===== src/rtl/vga_pixel_gen.sv =====
// vga_pixel_gen: frame-synchronous 12-bit RGB pattern generator behind the VGA timing controller.
// Define VGA_PIXEL_GEN_BOX_EN to compile in the bouncing-box mode and its position registers.
module vga_pixel_gen #(
    parameter int DEBOUNCE_CYCLES = 1000000,
    parameter int BOX_SIZE        = 32,
    parameter int HD              = 640,
    parameter int VD              = 480
) (
    input  logic        clk,
    input  logic        reset,
    input  logic        p_tick,
    input  logic        video_on,
    input  logic        h_sync_in,
    input  logic        v_sync_in,
    input  logic [9:0]  x_pos,
    input  logic [9:0]  y_pos,
    input  logic [11:0] sw,
    input  logic        btn_mode,
    output logic [11:0] rgb,
    output logic        h_sync_out,
    output logic        v_sync_out,
    output logic        frame_tick
);
    localparam int CW = (DEBOUNCE_CYCLES > 1) ? $clog2(DEBOUNCE_CYCLES) : 1;
    localparam logic [CW-1:0] CNT_MAX = CW'(DEBOUNCE_CYCLES - 1);

    typedef enum logic [1:0] {
        M_SOLID   = 2'd0,
        M_BARS    = 2'd1,
        M_CHECKER = 2'd2,
        M_BOX     = 2'd3
    } mode_e;

    logic [11:0]   sw_s1_q, sw_s2_q, sw_cand_q, sw_db_q, sw_db_d;
    logic [CW-1:0] sw_cnt_q, sw_cnt_d;
    logic          btn_s1_q, btn_s2_q, btn_cand_q, btn_db_q, btn_db_d, btn_prev_q;
    logic [CW-1:0] btn_cnt_q, btn_cnt_d;

    mode_e         pend_mode_q, act_mode_q;
    logic [11:0]   act_colour_q;
    logic          vs_prev_q, frame_tick_q, frame_start;
    logic [11:0]   pix_d, rgb_q;
    logic          hs_q, vs_q;
    logic          unused_pos;

    assign unused_pos = ^{x_pos, y_pos};

    // Stable value is taken on the cycle the saturating count reaches its terminal value.
    always_comb begin
        sw_cnt_d = sw_cnt_q;
        if (sw_s2_q != sw_cand_q)    sw_cnt_d = '0;
        else if (sw_cnt_q != CNT_MAX) sw_cnt_d = sw_cnt_q + CW'(1);
        sw_db_d = ((sw_s2_q == sw_cand_q) && (sw_cnt_d == CNT_MAX)) ? sw_cand_q : sw_db_q;

        btn_cnt_d = btn_cnt_q;
        if (btn_s2_q != btn_cand_q)    btn_cnt_d = '0;
        else if (btn_cnt_q != CNT_MAX) btn_cnt_d = btn_cnt_q + CW'(1);
        btn_db_d = ((btn_s2_q == btn_cand_q) && (btn_cnt_d == CNT_MAX)) ? btn_cand_q : btn_db_q;
    end

    always_ff @(posedge clk or negedge reset) begin
        if (!reset) begin
            sw_s1_q    <= '0;
            sw_s2_q    <= '0;
            sw_cand_q  <= '0;
            sw_cnt_q   <= '0;
            sw_db_q    <= '0;
            btn_s1_q   <= 1'b0;
            btn_s2_q   <= 1'b0;
            btn_cand_q <= 1'b0;
            btn_cnt_q  <= '0;
            btn_db_q   <= 1'b0;
        end else begin
            sw_s1_q    <= sw;
            sw_s2_q    <= sw_s1_q;
            sw_cand_q  <= sw_s2_q;
            sw_cnt_q   <= sw_cnt_d;
            sw_db_q    <= sw_db_d;
            btn_s1_q   <= btn_mode;
            btn_s2_q   <= btn_s1_q;
            btn_cand_q <= btn_s2_q;
            btn_cnt_q  <= btn_cnt_d;
            btn_db_q   <= btn_db_d;
        end
    end

    always_ff @(posedge clk or negedge reset) begin
        if (!reset) begin
            btn_prev_q  <= 1'b0;
            pend_mode_q <= M_SOLID;
        end else begin
            btn_prev_q <= btn_db_q;
            if (btn_db_q && !btn_prev_q) begin
                case (pend_mode_q)
                    M_SOLID:   pend_mode_q <= M_BARS;
                    M_BARS:    pend_mode_q <= M_CHECKER;
`ifdef VGA_PIXEL_GEN_BOX_EN
                    M_CHECKER: pend_mode_q <= M_BOX;
`else
                    M_CHECKER: pend_mode_q <= M_SOLID;
`endif
                    default:   pend_mode_q <= M_SOLID;
                endcase
            end
        end
    end

    assign frame_start = v_sync_in & ~vs_prev_q;

    // Active settings only change at frame start so a frame never tears.
    always_ff @(posedge clk or negedge reset) begin
        if (!reset) begin
            vs_prev_q    <= 1'b0;
            frame_tick_q <= 1'b0;
            act_mode_q   <= M_SOLID;
            act_colour_q <= '0;
        end else begin
            vs_prev_q    <= v_sync_in;
            frame_tick_q <= frame_start;
            if (frame_start) begin
                act_mode_q   <= pend_mode_q;
                act_colour_q <= sw_db_q;
            end
        end
    end

`ifdef VGA_PIXEL_GEN_BOX_EN
    logic [9:0]  box_x_q, box_y_q;
    logic        dx_q, dy_q;
    logic [10:0] bx_lo, bx_hi, by_lo, by_hi, px, py;
    logic        in_box;

    assign bx_lo  = {1'b0, box_x_q};
    assign by_lo  = {1'b0, box_y_q};
    assign bx_hi  = bx_lo + 11'(BOX_SIZE);
    assign by_hi  = by_lo + 11'(BOX_SIZE);
    assign px     = {1'b0, x_pos};
    assign py     = {1'b0, y_pos};
    assign in_box = (px >= bx_lo) && (px < bx_hi) && (py >= by_lo) && (py < by_hi);

    always_ff @(posedge clk or negedge reset) begin
        if (!reset) begin
            box_x_q <= '0;
            box_y_q <= '0;
            dx_q    <= 1'b1;
            dy_q    <= 1'b1;
        end else if (frame_start) begin
            if (dx_q) begin
                if (bx_hi >= 11'(HD - 1)) begin
                    dx_q    <= 1'b0;
                    box_x_q <= box_x_q - 10'd1;
                end else begin
                    box_x_q <= box_x_q + 10'd1;
                end
            end else if (box_x_q == 10'd0) begin
                dx_q    <= 1'b1;
                box_x_q <= box_x_q + 10'd1;
            end else begin
                box_x_q <= box_x_q - 10'd1;
            end
            if (dy_q) begin
                if (by_hi >= 11'(VD - 1)) begin
                    dy_q    <= 1'b0;
                    box_y_q <= box_y_q - 10'd1;
                end else begin
                    box_y_q <= box_y_q + 10'd1;
                end
            end else if (box_y_q == 10'd0) begin
                dy_q    <= 1'b1;
                box_y_q <= box_y_q + 10'd1;
            end else begin
                box_y_q <= box_y_q - 10'd1;
            end
        end
    end
`else
    logic [31:0] unused_box_cfg;
    assign unused_box_cfg = 32'(BOX_SIZE ^ HD ^ VD);
`endif

    always_comb begin
        pix_d = act_colour_q;
        case (act_mode_q)
            M_BARS: pix_d = {x_pos[8] ? act_colour_q[11:8] : 4'h0,
                             x_pos[7] ? act_colour_q[7:4]  : 4'h0,
                             x_pos[6] ? act_colour_q[3:0]  : 4'h0};
            M_CHECKER: pix_d = (x_pos[5] ^ y_pos[5]) ? act_colour_q : ~act_colour_q;
`ifdef VGA_PIXEL_GEN_BOX_EN
            M_BOX: pix_d = in_box ? act_colour_q : 12'h000;
`endif
            default: pix_d = act_colour_q;
        endcase
        if (!video_on) pix_d = 12'h000;
    end

    // Colour and syncs share one p_tick-enabled stage to keep them aligned.
    always_ff @(posedge clk or negedge reset) begin
        if (!reset) begin
            rgb_q <= '0;
            hs_q  <= 1'b0;
            vs_q  <= 1'b0;
        end else if (p_tick) begin
            rgb_q <= pix_d;
            hs_q  <= h_sync_in;
            vs_q  <= v_sync_in;
        end
    end

    assign rgb        = rgb_q;
    assign h_sync_out = hs_q;
    assign v_sync_out = vs_q;
    assign frame_tick = frame_tick_q;
endmodule


===== config.mk =====
export PLATFORM = sky130hd
export DESIGN_NAME = vga_pixel_gen
export DESIGN_NICKNAME = d
export VERILOG_FILES = /design/src/rtl/vga_pixel_gen.sv
export SDC_FILE = /design/constraint.sdc
export NUM_CORES = 1
export LEC_CHECK = 0
export ABC_AREA = 0
export BUFFER_PORTS_ARGS = -buffer_cell sky130_fd_sc_hd__buf_2
export CELL_PAD_IN_SITES_DETAIL_PLACEMENT = 0
export CELL_PAD_IN_SITES_GLOBAL_PLACEMENT = 2
export CORE_MARGIN = 1
export CORE_UTILIZATION = 39
export CTS_CLUSTER_SIZE = 28
export DETAILED_ROUTE_END_ITERATION = 7
export GPL_TIMING_DRIVEN = 0
export PLACE_DENSITY_LB_ADDON = 0.1
export SETUP_SLACK_MARGIN = 0.1
export SLEW_MARGIN = 20
export SYNTH_ARGS = -nofsm -noshare
export SYNTH_HDL_FRONTEND = slang
export SYNTH_SLANG_ARGS = --single-unit
export TNS_END_PERCENT = 100

===== constraint.sdc =====
create_clock -name clk -period 3.6 [get_ports clk]
set_clock_uncertainty 0.15 [all_clocks]
set_input_delay 0.18 -clock clk [delete_from_list [all_inputs] [get_ports clk]]
set_output_delay 0.18 -clock clk [all_outputs]
set_load 0.01 [all_outputs]

=== Yosys cells after proc, flatten, opt, wreduce, memory -nomap -nowiden ===
Index checks and enable logic that the tools add are counted.

* Bits in registers: 125
* Bits of input ports: 39
* Output and inout port bits: 15
* Logic and storage cells: 52

* Add/sub/neg operators: 2
* Equal/unequal tests: 11
* Mux-type cells: 11
* Bitwise gates (word level): 4
* Reduce and logical (&&, ||, !) cells: 5

{| class="wikitable"
|+ Operator list
! kind !! number
|-
| 20-bit two-way mux || 4
|-
| 20-bit by 1-bit adder with 20-bit output, second input constant || 2
|-
| 20-bit equality test, second input constant || 2
|-
| 20-bit != test, second input constant || 2
|-
| 12-bit two-way mux || 2
|-
| 12-bit case mux with 2 select lines || 1
|-
| 12-bit equality test || 1
|-
| 4-bit two-way mux || 3
|-
| 12-bit != test || 1
|-
| 12-bit NOT || 1
|-
| 2-bit by 1-bit equality test with 1-bit output, second input constant || 2
|-
| 2-bit case mux with 2 select lines || 1
|-
| 1-bit logical AND || 3
|-
| 2-bit equality test, second input constant || 1
|-
| 2-bit zero test || 1
|-
| 1-bit bitwise AND || 1
|-
| 1-bit equality test || 1
|-
| 1-bit zero test || 1
|-
| 1-bit != test || 1
|-
| 1-bit NOT || 1
|-
| 1-bit bitwise XOR || 1
|}

=== Logic depth before layout (Yosys ltp) ===
Gate-level depths: netlist (run 1).

* Word-level depth: 5
* Mapped depth: 10
* Gate-level depth less buffers: 8

=== Worst setup path before layout (run 1) ===
Ideal clock, no wire load.

* Path type: reg2reg
* Start: register sw_cnt_q[8]
* End: register sw_db_q[10]
* Library setup time: 0.125 ns
* Data arrival time: 3.048 ns
* Required time: 3.325 ns
* Path slack: 0.277 ns
* Cell stages (with the launch flop): 10
* Buffers on the path: 2
* Period minus slack after synthesis: 3.323 ns
* Path through: dfrtp_1 -> buf_2 -> or4b_2 -> nor4_2 -> nand4_2 -> mux2i_1 -> or4_1 -> nor4_4 -> buf_6 -> mux2_4

* Cells in the longest elaborated chain, start to end: 5
* Elaborated cells between the ends (all ways): 6
* Those cells by class: add/sub (1); eq/ne (2); mux (2); reduce/logical (1)

{| class="wikitable"
|+ Ends and longest elaborated chain
! element !! RTL line !! source
|-
| start, declared || 35 || <nowiki>logic [CW-1:0] sw_cnt_q, sw_cnt_d;</nowiki>
|-
| start signal, assigned || 77 || <nowiki>sw_cnt_q <= sw_cnt_d;</nowiki>
|-
| 20-bit by 1-bit adder with 20-bit output or 20-bit != test (tied branches) || 52 || <nowiki>else if (sw_cnt_q != CNT_MAX) sw_cnt_d = sw_cnt_q + CW'(1);</nowiki>
|-
| 20-bit two-way mux (*) || 52 ||
|-
| 20-bit two-way mux (*) || 51 || <nowiki>if (sw_s2_q != sw_cand_q) sw_cnt_d = '0;</nowiki>
|-
| 20-bit equality test (*) || 53 || <nowiki>sw_db_d = ((sw_s2_q == sw_cand_q) && (sw_cnt_d == CNT_MAX)) ? sw_cand_q : sw_db_q;</nowiki>
|-
| 1-bit logical AND (*) || 53 ||
|-
| end signal, assigned || 78 || <nowiki>sw_db_q <= sw_db_d;</nowiki>
|-
| end, declared || 34 || <nowiki>logic [11:0] sw_s1_q, sw_s2_q, sw_cand_q, sw_db_q, sw_db_d;</nowiki>
|}

Mark *: on every way between the ends. The rest lies on a longest branch, timed or not.
A chain may end at the register's enable or synchronous reset.

=== Final worst setup path (run 1) ===
* Start: register sw_cnt_q[8]
* End: register sw_db_q[1]

The elaborated chain is that of the path after synthesis.

==> metrics.md, run 1 <==
| Metric | Value |
|---|---|
| Status | completed |
| Crit share post-route | 0.9363 |
| Core Footprint | 0.01340 sq mm |
| Commonest non-fill, non-tap cell in the layout | dfrtp_1 |
| IR drop worst, VDD | 0.0003231 V |
| Unrepaired setup endpoints after global routing | no |
| Post-route setup slack | 0.2295 ns |
| Total number of H-tree levels | 4 |
| Sequential area share after synthesis | 0.5779 |
| Vias in the first global route | 3607 |
| Syn_nets | 517 |
| Area added between synthesis and finish | 24.18% |
| Drc violations | 0 |
| Worst Min Path Start | p_tick |
| Post-synth EDFFs | 0 |
| Post-Syn Area | 0.005413 sq mm |
| Crit end category | flop |
| FF-to-FF setup slack | 0.23 ns |
| Syn Inst Count | 474 |
| Number of buffers created by CTS | 17 |
| Netlist cell types | 57 |
| Skew-Pair Late Insertion Delay | 0.42 ns |
| Clock slew at reported path FFs | 0.06 ns |
| Flops & latches, synth | 125 |
| Finished Layout Cells | 743 |
| Required @ worst endpoint | 3.75 ns |
| Top post-synthesis cells by area | dfrtp_1 (58%), xor2_1 (4.9%), nor2_1 (4.4%) |
| Fin nets | 597 |
| Pre-antenna DRT Iters | 4 |
| Total GRT Usage | 0.1616 |
| Area share of the largest cell type after synthesis | 0.5779 |
| Crit path launch type | flop |
| F_max | 0.2967 GHz |
| Hold Vio Cnt, Final | 0 |
| Avg WL per Cell | 14.08 um |
| Initial antenna violation count | 0 |
| Clk root buf | clkbuf_16 |
| Ant diodes | 0 |
| First-pass GRT wire length | 17800 um |
| Hold EP | rgb[11] |
| CTS tree | done |
| Ys async rst share | 1.000 |
| Worst rel slew slack | 0.6593 |
| Crit Reg-Reg Startpoint | sw_cnt_q[8] |
| Pins Over Slew Limit | 0 |
| R2R cell count | 9 |
| Post-Route WL | 10460 um |
| Worst slew pin tran | 0.5111 ns |
| Min cycle time layout | 3.371 ns |
| Static Leak | 0.002931 uW |
| Routability cong. | 0.7401 |
| I/O pin cnt | 54 |
| Reg2Reg Capture Point | sw_db_q[1] |
| Pwr dens | 497.3 mW/mm^2 |
| Layout cells sized above 1 | 0.2169 |
| DIE HEIGHT | 119.8 um |
| Vias per inst | 4.814 |
| Die area | 0.01435 sq mm |
| Core Rows | 42 |
| Area leader, netlist | dfrtp_1 |
| Chip width | 119.8 um |
| Syn Area/Cell | 11.42 sq um |
| Hold path depth | 2 |
| Via count | 3577 |
| DP Cell Count | 688 |
| Worst min path class | in2reg |
| Yosys warnings | 0 |
| Port bufs | 37 |
| Final setup fails | 0 |
| Most frequent cells in the layout | dfrtp_1 (125), nor2_1 (63), buf_2 (40) |
| Clock Tree Buf Depth | 2 |
| Crit Path Max Fanout | 8 |
| Pre-CTS setup slack | -0.1620 ns |
| Worst Path Arrival | 3.52 ns |
| Clock sinks | 125 |
| Largest net degree at the start of global routing | 82 |
| GRT Residual Overflow | 0 |
| Violation count after the first detailed-route iteration | 186 |
| Dpl hpwl | 7085 um |
| Initial core utilization | 0.4039 |
| Post-route ant nets | 0 |
| Synth Flop Type | dfrtp_1 |
| Max_cap viols | 0 |
| Setup Total Neg Slack | 0 ns |
| Final Util | 0.5016 |
| Kind of critical path | reg2reg |
| Number of fill cells | 1229 |
metrics by stage:
stage,cell area [sq um],total power (uW),hold slack [ns]
floorplan,5413,1525,-0.2656
global placement,5818,1586,0.1380
detailed placement,5856,1593,-0.05875
CTS,6670,3392,0.06167
global route,6721,3469,0.07292
finish,6721,3342,0.05926
worst max-delay path by stage:
stage | startpoint | cells after the start | endpoint
3_5_place_dp | sw_cnt_q[8] | 9 | sw_db_q[1]
6_report | sw_cnt_q[8] | 9 | sw_db_q[1]
4_1_cts | sw_cnt_q[8] | 9 | sw_db_q[1]
2_1_floorplan | sw_cnt_q[8] | 9 | sw_db_q[10]
3_3_place_gp | sw_cnt_q[8] | 9 | sw_db_q[9]
5_1_grt | sw_cnt_q[0] | 10 | sw_db_q[3]
registers in the layout (all words and copies together), names as in the netlist, 2 cells and up:
register and count:
sw_s2_q 12, sw_s1_q 12, sw_cand_q 12, act_colour_q 12, pend_mode_q 2, rgb 12, sw_db_q 12, sw_cnt_q 20
act_mode_q 2, btn_cnt_q 20
critical path, stage by stage, from the launching register on:
cell	delay, ns
dfrtp_1	0.36
buf_2	0.17
or4b_4	0.53
nor4_4	0.38
nand4_4	0.16
mux2i_1	0.16
or4_4	0.43
nor4_4	0.30
buf_2	0.29
mux2_4	0.32
power breakdown:
part / internal (uW) / total, uW / switching, uW
registers: 1440 / 1460 / 22.3
logic: 50.6 / 118 / 67.7
clock network: 1130 / 1760 / 636
routing by layer:
layer / GRT usage / vias up / part of all wire
met2: 0.2514 / 49 / 0.48
met5: 0 / - / 0
met4: 0.07969 / 0 / 0.017
met3: 0.03707 / 14 / 0.028
li1: - / 1797 / -
met1: 0.2122 / 1717 / 0.48
synth_stat cells, drive strengths merged, types with 2 or more instances:
cell type,count
nor4,11
o2111ai,2
mux2,29
nand2,27
mux2i,3
a21oi,16
xor2,30
and3,5
and2,3
clkbuf,13
nor3,10
o31ai,4
o21ai,5
nor2b,3
nor3b,2
nand4b,2
a31oi,2
nand2b,4
inv,20
ha,4
or4b,2
o21a,2
nand4,9
nor2,64
o22ai,11
buf,6
or4,4
dfrtp,125
o211ai,2
nand3,18
or3,5
xnor2,18
final cells by class:
class	instances	area [sq um]	area share
Inverter	20	75.07	0.01117
Timing Repair Buffer	61	435.4	0.06478
Tap cell	176	220.2	0.03276
Multi-Input combinational cell	310	2160	0.3213
Clock inverter	12	162.7	0.02420
Buffer	19	83.83	0.01247
Clock buffer	20	456.7	0.06794
Sequential cell	125	3128	0.4654
cell families after synthesis:
group           Yosys count  share of synthesized area
flops                   125                     0.5779
xor+xnor                 48                    0.07767
buf+inv                  39                    0.02936
fa+ha+maj                 4                   0.009247
compound gates           50                    0.06172
mux                      32                    0.07282
simple gates            176                     0.1713
timing repair:
| item | in CTS | in global routing |
|---|---|---|
| hold buffers | 17 | 0 |
| resized for setup | 2 | 4 |
| setup endpoints to repair | 12 | 11 |
| endpoints found under the hold margin | 143 | 0 |
| pin swaps | 1 | 3 |
| buffers inserted | 1 | 4 |
| gates cloned | 0 | 1 |
No activity file was read; power rests on OpenSTA's default activity.
==> inputs of run 2 (changes only) <==
- CTS_BUF_LIST: default -> sky130_fd_sc_hd__clkbuf_8 sky130_fd_sc_hd__clkbuf_16
==> run 2 against run 1 <==
Effect of this change:
- register-to-register slack hardly changed
- maximum frequency is essentially flat
- first-iteration DRC count is the same
- core utilization unchanged
- critical endpoint unchanged
- largest cell class unchanged
==> metrics.md, run 2 (synthesis gave the netlist of run 1 again) <==
| Metric | Value |
|---|---|
| Register share of total power | 0.437 |
| Total GRT Usage | 0.1616 |
| Initial antenna violation count | 0 |
| First-pass GRT wire length | 17800 um |
| I/O pin cnt | 54 |
| Crit path launch type | flop |
| Ant diodes | 0 |
| Crit end category | flop |
| Crit Reg-Reg Startpoint | sw_cnt_q[8] |
| Area added between synthesis and finish | 24.18% |
| Number of fill cells | 1229 |
| Crit-path leading delay family | simple AND/OR/NAND/NOR gates |
| F_max | 0.2967 GHz |
| Clock sinks | 125 |
| Pins Over Slew Limit | 0 |
| Crit Path Max Fanout | 8 |
| Layout cells sized above 1 | 0.2169 |
| Finished Layout Cells | 743 |
| IR drop worst, VDD | 0.0003231 V |
| FF-to-FF setup slack | 0.23 ns |
| Crit share post-route | 0.9362 |
| Via count | 3577 |
| Port bufs | 37 |
| Worst min path class | in2reg |
| Psw | 725.9 uW |
| Worst rel slew slack | 0.6593 |
| Status | completed |
| Worst Path Arrival | 3.52 ns |
| R2R cell count | 9 |
| Die area | 0.01435 sq mm |
| Vias per inst | 4.814 |
| Worst Setup SP | sw_cnt_q[8] |
| Skew-Pair Late Insertion Delay | 0.42 ns |
| CP Depth | 9 |
| Combinational Power Share | 0.035 |
| CP peak stage delay | 0.53 ns |
| Max_cap viols | 0 |
| Core Rows | 42 |
| Reg2Reg Capture Point | sw_db_q[1] |
| Min cycle time layout | 3.370 ns |
| GRT Residual Overflow | 0 |
| Static Leak | 0.002935 uW |
| Worst slew pin tran | 0.5111 ns |
| DP Cell Count | 688 |
| Fin nets | 597 |
| Pwr dens | 496.9 mW/mm^2 |
| Required @ worst endpoint | 3.75 ns |
| Vias in the first global route | 3607 |
| Post-route ant nets | 0 |
| Chip width | 119.8 um |
| Total number of H-tree levels | 4 |
| Number of buffers created by CTS | 17 |
| Switching portion of total power | 0.2174 |
| Final setup fails | 0 |
| Avg WL per Cell | 14.08 um |
| Clk root buf | clkbuf_16 |
| DIE HEIGHT | 119.8 um |
| Critical Path End | sw_db_q[1] |
| Max stage delay cell, worst path | or4b_4 |
| Worst-path cell chain | buf_2 -> or4b_4 -> nor4_4 -> nand4_4 -> mux2i_1 -> or4_4 -> nor4_4 -> buf_2 -> mux2_4 |
| Post-Route WL | 10470 um |
| Clock power frac | 0.528 |
| Clock Tree Buf Depth | 2 |
| CP Buf/Inv Count | 2 |
| Largest regs | btn_cnt_q: 20 flops, sw_cnt_q: 20 flops |
| Initial core utilization | 0.4039 |
| Setup Total Neg Slack | 0 ns |
| Routability cong. | 0.7401 |
| Pre-antenna DRT Iters | 4 |
| Internal Power | 2614 uW |
| Unrepaired setup endpoints after global routing | no |
| Hold slack | 0.05926 ns |
| Core Footprint | 0.01340 sq mm |
| Violation count after the first detailed-route iteration | 186 |
| Largest net degree at the start of global routing | 82 |
| Drc violations | 0 |
| Commonest non-fill, non-tap cell in the layout | dfrtp_1 |
| Hold Vio Cnt, Final | 0 |
| Dpl hpwl | 7085 um |
| Clock slew at reported path FFs | 0.06 ns |
| Most frequent cells in the layout | dfrtp_1 (125), nor2_1 (63), buf_2 (40) |
| Kind of critical path | reg2reg |
| CTS tree | done |
==> run 2: cell types whose count changed in the layout (fill, tap and decap cells not counted) <==
cell and delta:
clkbuf_1 -1, inv_1 +1
==> run 2: cell type report <==
class	instances	area (sq um)	area share
sequential	125	3128	0.4654
multi-input combinational	310	2160	0.3213
clock buffer	19	452.9	0.06739
timing repair buffer	61	435.4	0.06478
tap	176	220.2	0.03276
clock inverter	13	166.4	0.02476
buffer	19	83.83	0.01247
inverter	20	75.07	0.01117
==> run 2: worst min path at each step <==
| stage | depth (start not counted) | startpoint | slack (ns) | end |
|---|---|---|---|---|
| after CTS | 2 | p_tick | 0.06 | rgb[11] |
| after global routing | 2 | p_tick | 0.07 | rgb[11] |
| final | 2 | p_tick | 0.06 | rgb[11] |
| after floorplan | 0 | reset | -0.27 | act_colour_q[0] |
| after global placement | 1 | btn_mode | 0.14 | btn_s1_q |
| after detailed placement | 1 | reset | -0.06 | vs_prev_q |
==> run 2: power groups by stage <==
stage	Clock [uW]	Sequential, uW	Combinational, uW
3_3_place_gp	0	1480	102
5_1_grt	1870	1460	135
4_1_cts	1810	1460	123
2_1_floorplan	0	1480	44.9
6_report	1760	1460	118
3_5_place_dp	0	1480	109
==> run 2: what timing repair did <==
action | CTS | global route
setup endpoints to repair | 12 | 11
gates resized for setup | 2 | 4
setup buffers | 1 | 4
endpoints found under the hold margin | 143 | 0
pin swaps | 1 | 3
cloned | 0 | 1
hold buffers | 17 | 0
==> run 2: routing by layer <==
layer / GRT usage / share of wire
met1: 0.2122 / 0.48
met2: 0.2514 / 0.48
met3: 0.03707 / 0.028
met4: 0.07969 / 0.017
met5: 0 / 0
==> run 2: stage by stage <==
| stage | worst slack [ns] | instance area, sq um | util | power (uW) |
|---|---|---|---|---|
| floorplan | 0.2768 | 5413 | - | 1525 |
| global placement | -0.1323 | 5818 | 0.4342 | 1586 |
| global route | 0.1170 | 6721 | 0.5016 | 3466 |
| finish | 0.2298 | 6721 | 0.5016 | 3340 |
| CTS | 0.1514 | 6670 | 0.4978 | 3389 |
| detailed placement | -0.1620 | 5856 | 0.4370 | 1593 |
==> inputs of run 3 (changes only) <==
- HOLD_SLACK_MARGIN: default -> 0.1
==> run 3 against run 2 <==
Effect of this change:
- sequential share of layout area fell by 0.34 points
- clock-buffer cell count stayed put
- via count up 1.1%
- global-route usage rose by 0.21 points
- critical path type unchanged
- critical endpoint unchanged
==> metrics.md, run 3 (synthesis gave the netlist of run 1 again) <==
| Metric | Value |
|---|---|
| Status | completed |
| CP peak stage delay | 0.53 ns |
| Fin nets | 602 |
| Crit path launch type | flop |
| Area added between synthesis and finish | 25.10% |
| Ant diodes | 0 |
| Post-Route WL | 10570 um |
| Initial antenna violation count | 0 |
| F_max | 0.2968 GHz |
| Worst min path class | in2reg |
| Clk root buf | clkbuf_16 |
| Final setup fails | 0 |
| Worst slew pin tran | 0.5122 ns |
| Static Leak | 0.002959 uW |
| Kind of critical path | reg2reg |
| Clock sinks | 125 |
| Area of placed instances | 0.005856 sq mm |
| Vias in the first global route | 3649 |
| Max stage delay cell, worst path | or4b_4 |
| Crit share post-route | 0.9359 |
| Post-route ant nets | 0 |
| Final Util | 0.5053 |
| Initial core utilization | 0.4039 |
| Chip width | 119.8 um |
| Number of buffers created by CTS | 17 |
| Crit end category | flop |
| Unrepaired setup endpoints after global routing | no |
| Required @ worst endpoint | 3.75 ns |
| Via count | 3617 |
| Worst Path Arrival | 3.52 ns |
| Avg WL per Cell | 14.13 um |
| Worst-path cell chain | buf_2 -> or4b_4 -> nor4_4 -> nand4_4 -> mux2i_1 -> or4_4 -> nor4_4 -> buf_2 -> mux2_4 |
| Port bufs | 37 |
| Crit Path Max Fanout | 8 |
| Drc violations | 0 |
| Core Rows | 42 |
| Die area | 0.01435 sq mm |
| Hold Vio Cnt, Final | 0 |
| Pre-antenna DRT Iters | 4 |
| Min cycle time layout | 3.369 ns |
| Routability cong. | 0.7401 |
| Number of fill cells | 1224 |
| Violation count after the first detailed-route iteration | 190 |
| Clock slew at reported path FFs | 0.06 ns |
| Dpl hpwl | 7085 um |
| Max_cap viols | 0 |
| Setup Total Neg Slack | 0 ns |
| Total GRT Usage | 0.1637 |
| Total power | 3342 uW |
| Skew-Pair Late Insertion Delay | 0.42 ns |
| Total number of H-tree levels | 4 |
| Cell area after layout | 0.006771 sq mm |
| GRT Residual Overflow | 0 |
| Largest regs | btn_cnt_q: 20 flops, sw_cnt_q: 20 flops |
| Worst rel slew slack | 0.6586 |
| DIE HEIGHT | 119.8 um |
| I/O pin cnt | 54 |
| Most frequent cells in the layout | dfrtp_1 (125), nor2_1 (63), buf_2 (40) |
| Clock Tree Buf Depth | 2 |
| Pwr dens | 493.5 mW/mm^2 |
| First-pass GRT wire length | 18000 um |
| IR drop worst, VDD | 0.0003231 V |
| Pins Over Slew Limit | 0 |
| Layout cells sized above 1 | 0.2150 |
| Vias per inst | 4.836 |
| CTS tree | done |
| Core Footprint | 0.01340 sq mm |
| Largest net degree at the start of global routing | 82 |
| Commonest non-fill, non-tap cell in the layout | dfrtp_1 |
-- run 3: cell count changes in the layout (fill, tap and decap cells not counted), sizes merged --
cell	delta
dlygate4sd3	+5
-- run 3: final cells by class --
cell class / instances / area, sq um / share of cell area
tap: 176 / 220.2 / 0.03252
buffer: 19 / 83.83 / 0.01238
timing repair buffer: 66 / 485.5 / 0.07169
clock buffer: 19 / 452.9 / 0.06689
multi-input combinational: 310 / 2160 / 0.3189
clock inverter: 13 / 166.4 / 0.02458
inverter: 20 / 75.07 / 0.01109
sequential: 125 / 3128 / 0.4619
-- run 3: critical path, delay by kind of cell, from the launching register on --
family | cells | cell delay, ns
mux | 2 | 0.48
flops | 1 | 0.36
buf+inv | 2 | 0.46
simple gates | 5 | 1.80
-- run 3: worst paths after layout --
check | startpoint | end | slack (ns) | cells past startpoint
min in group asynchronous | reset | rgb[8] | 0.62 | 3
worst min register to register | sw_s1_q[2] | sw_s2_q[2] | 0.20 | 0
worst max register to register | sw_cnt_q[8] | sw_db_q[1] | 0.23 | 9
worst max-delay path | sw_cnt_q[8] | sw_db_q[1] | 0.23 | 9
max in group asynchronous | reset | rgb[1] | 1.58 | 4
worst min-delay path | x_pos[8] | rgb[8] | 0.12 | 5
-- run 3: where the power goes --
group / leakage, uW / total (uW) / switching (uW) / internal [uW]
Combinational: 0.00102 / 122 / 68.7 / 53.4
Clock: 0.000289 / 1760 / 634 / 1130
Sequential: 0.00165 / 1460 / 22.3 / 1440
Total: 0.00296 / 3340 / 725 / 2620
-- run 3: layer usage --
layer  part of all wire  vias up  GRT usage
met2               0.48       54     0.2572
met5                  0        -          0
met3              0.029       14    0.03707
li1                   -     1808          -
met4              0.017        0    0.07969
met1               0.47     1741     0.2134
-- run 3: stage by stage --
step	std cells	setup WS, ns	hold WS (ns)
after floorplan	474	0.2768	-0.2656
after global placement	687	-0.1323	0.1380
after detailed placement	688	-0.1620	-0.05875
after global routing	748	0.1170	0.1485
after CTS	743	0.1514	0.1022
final	748	0.2309	0.1199
-- run 3: repair_timing --
action,CTS,global route
gates cloned,0,1
setup endpoints to repair,12,11
pin swaps,1,3
buffers inserted,1,4
resized for setup,2,4
hold buffers,22,0
hold endpoints to repair,145,0
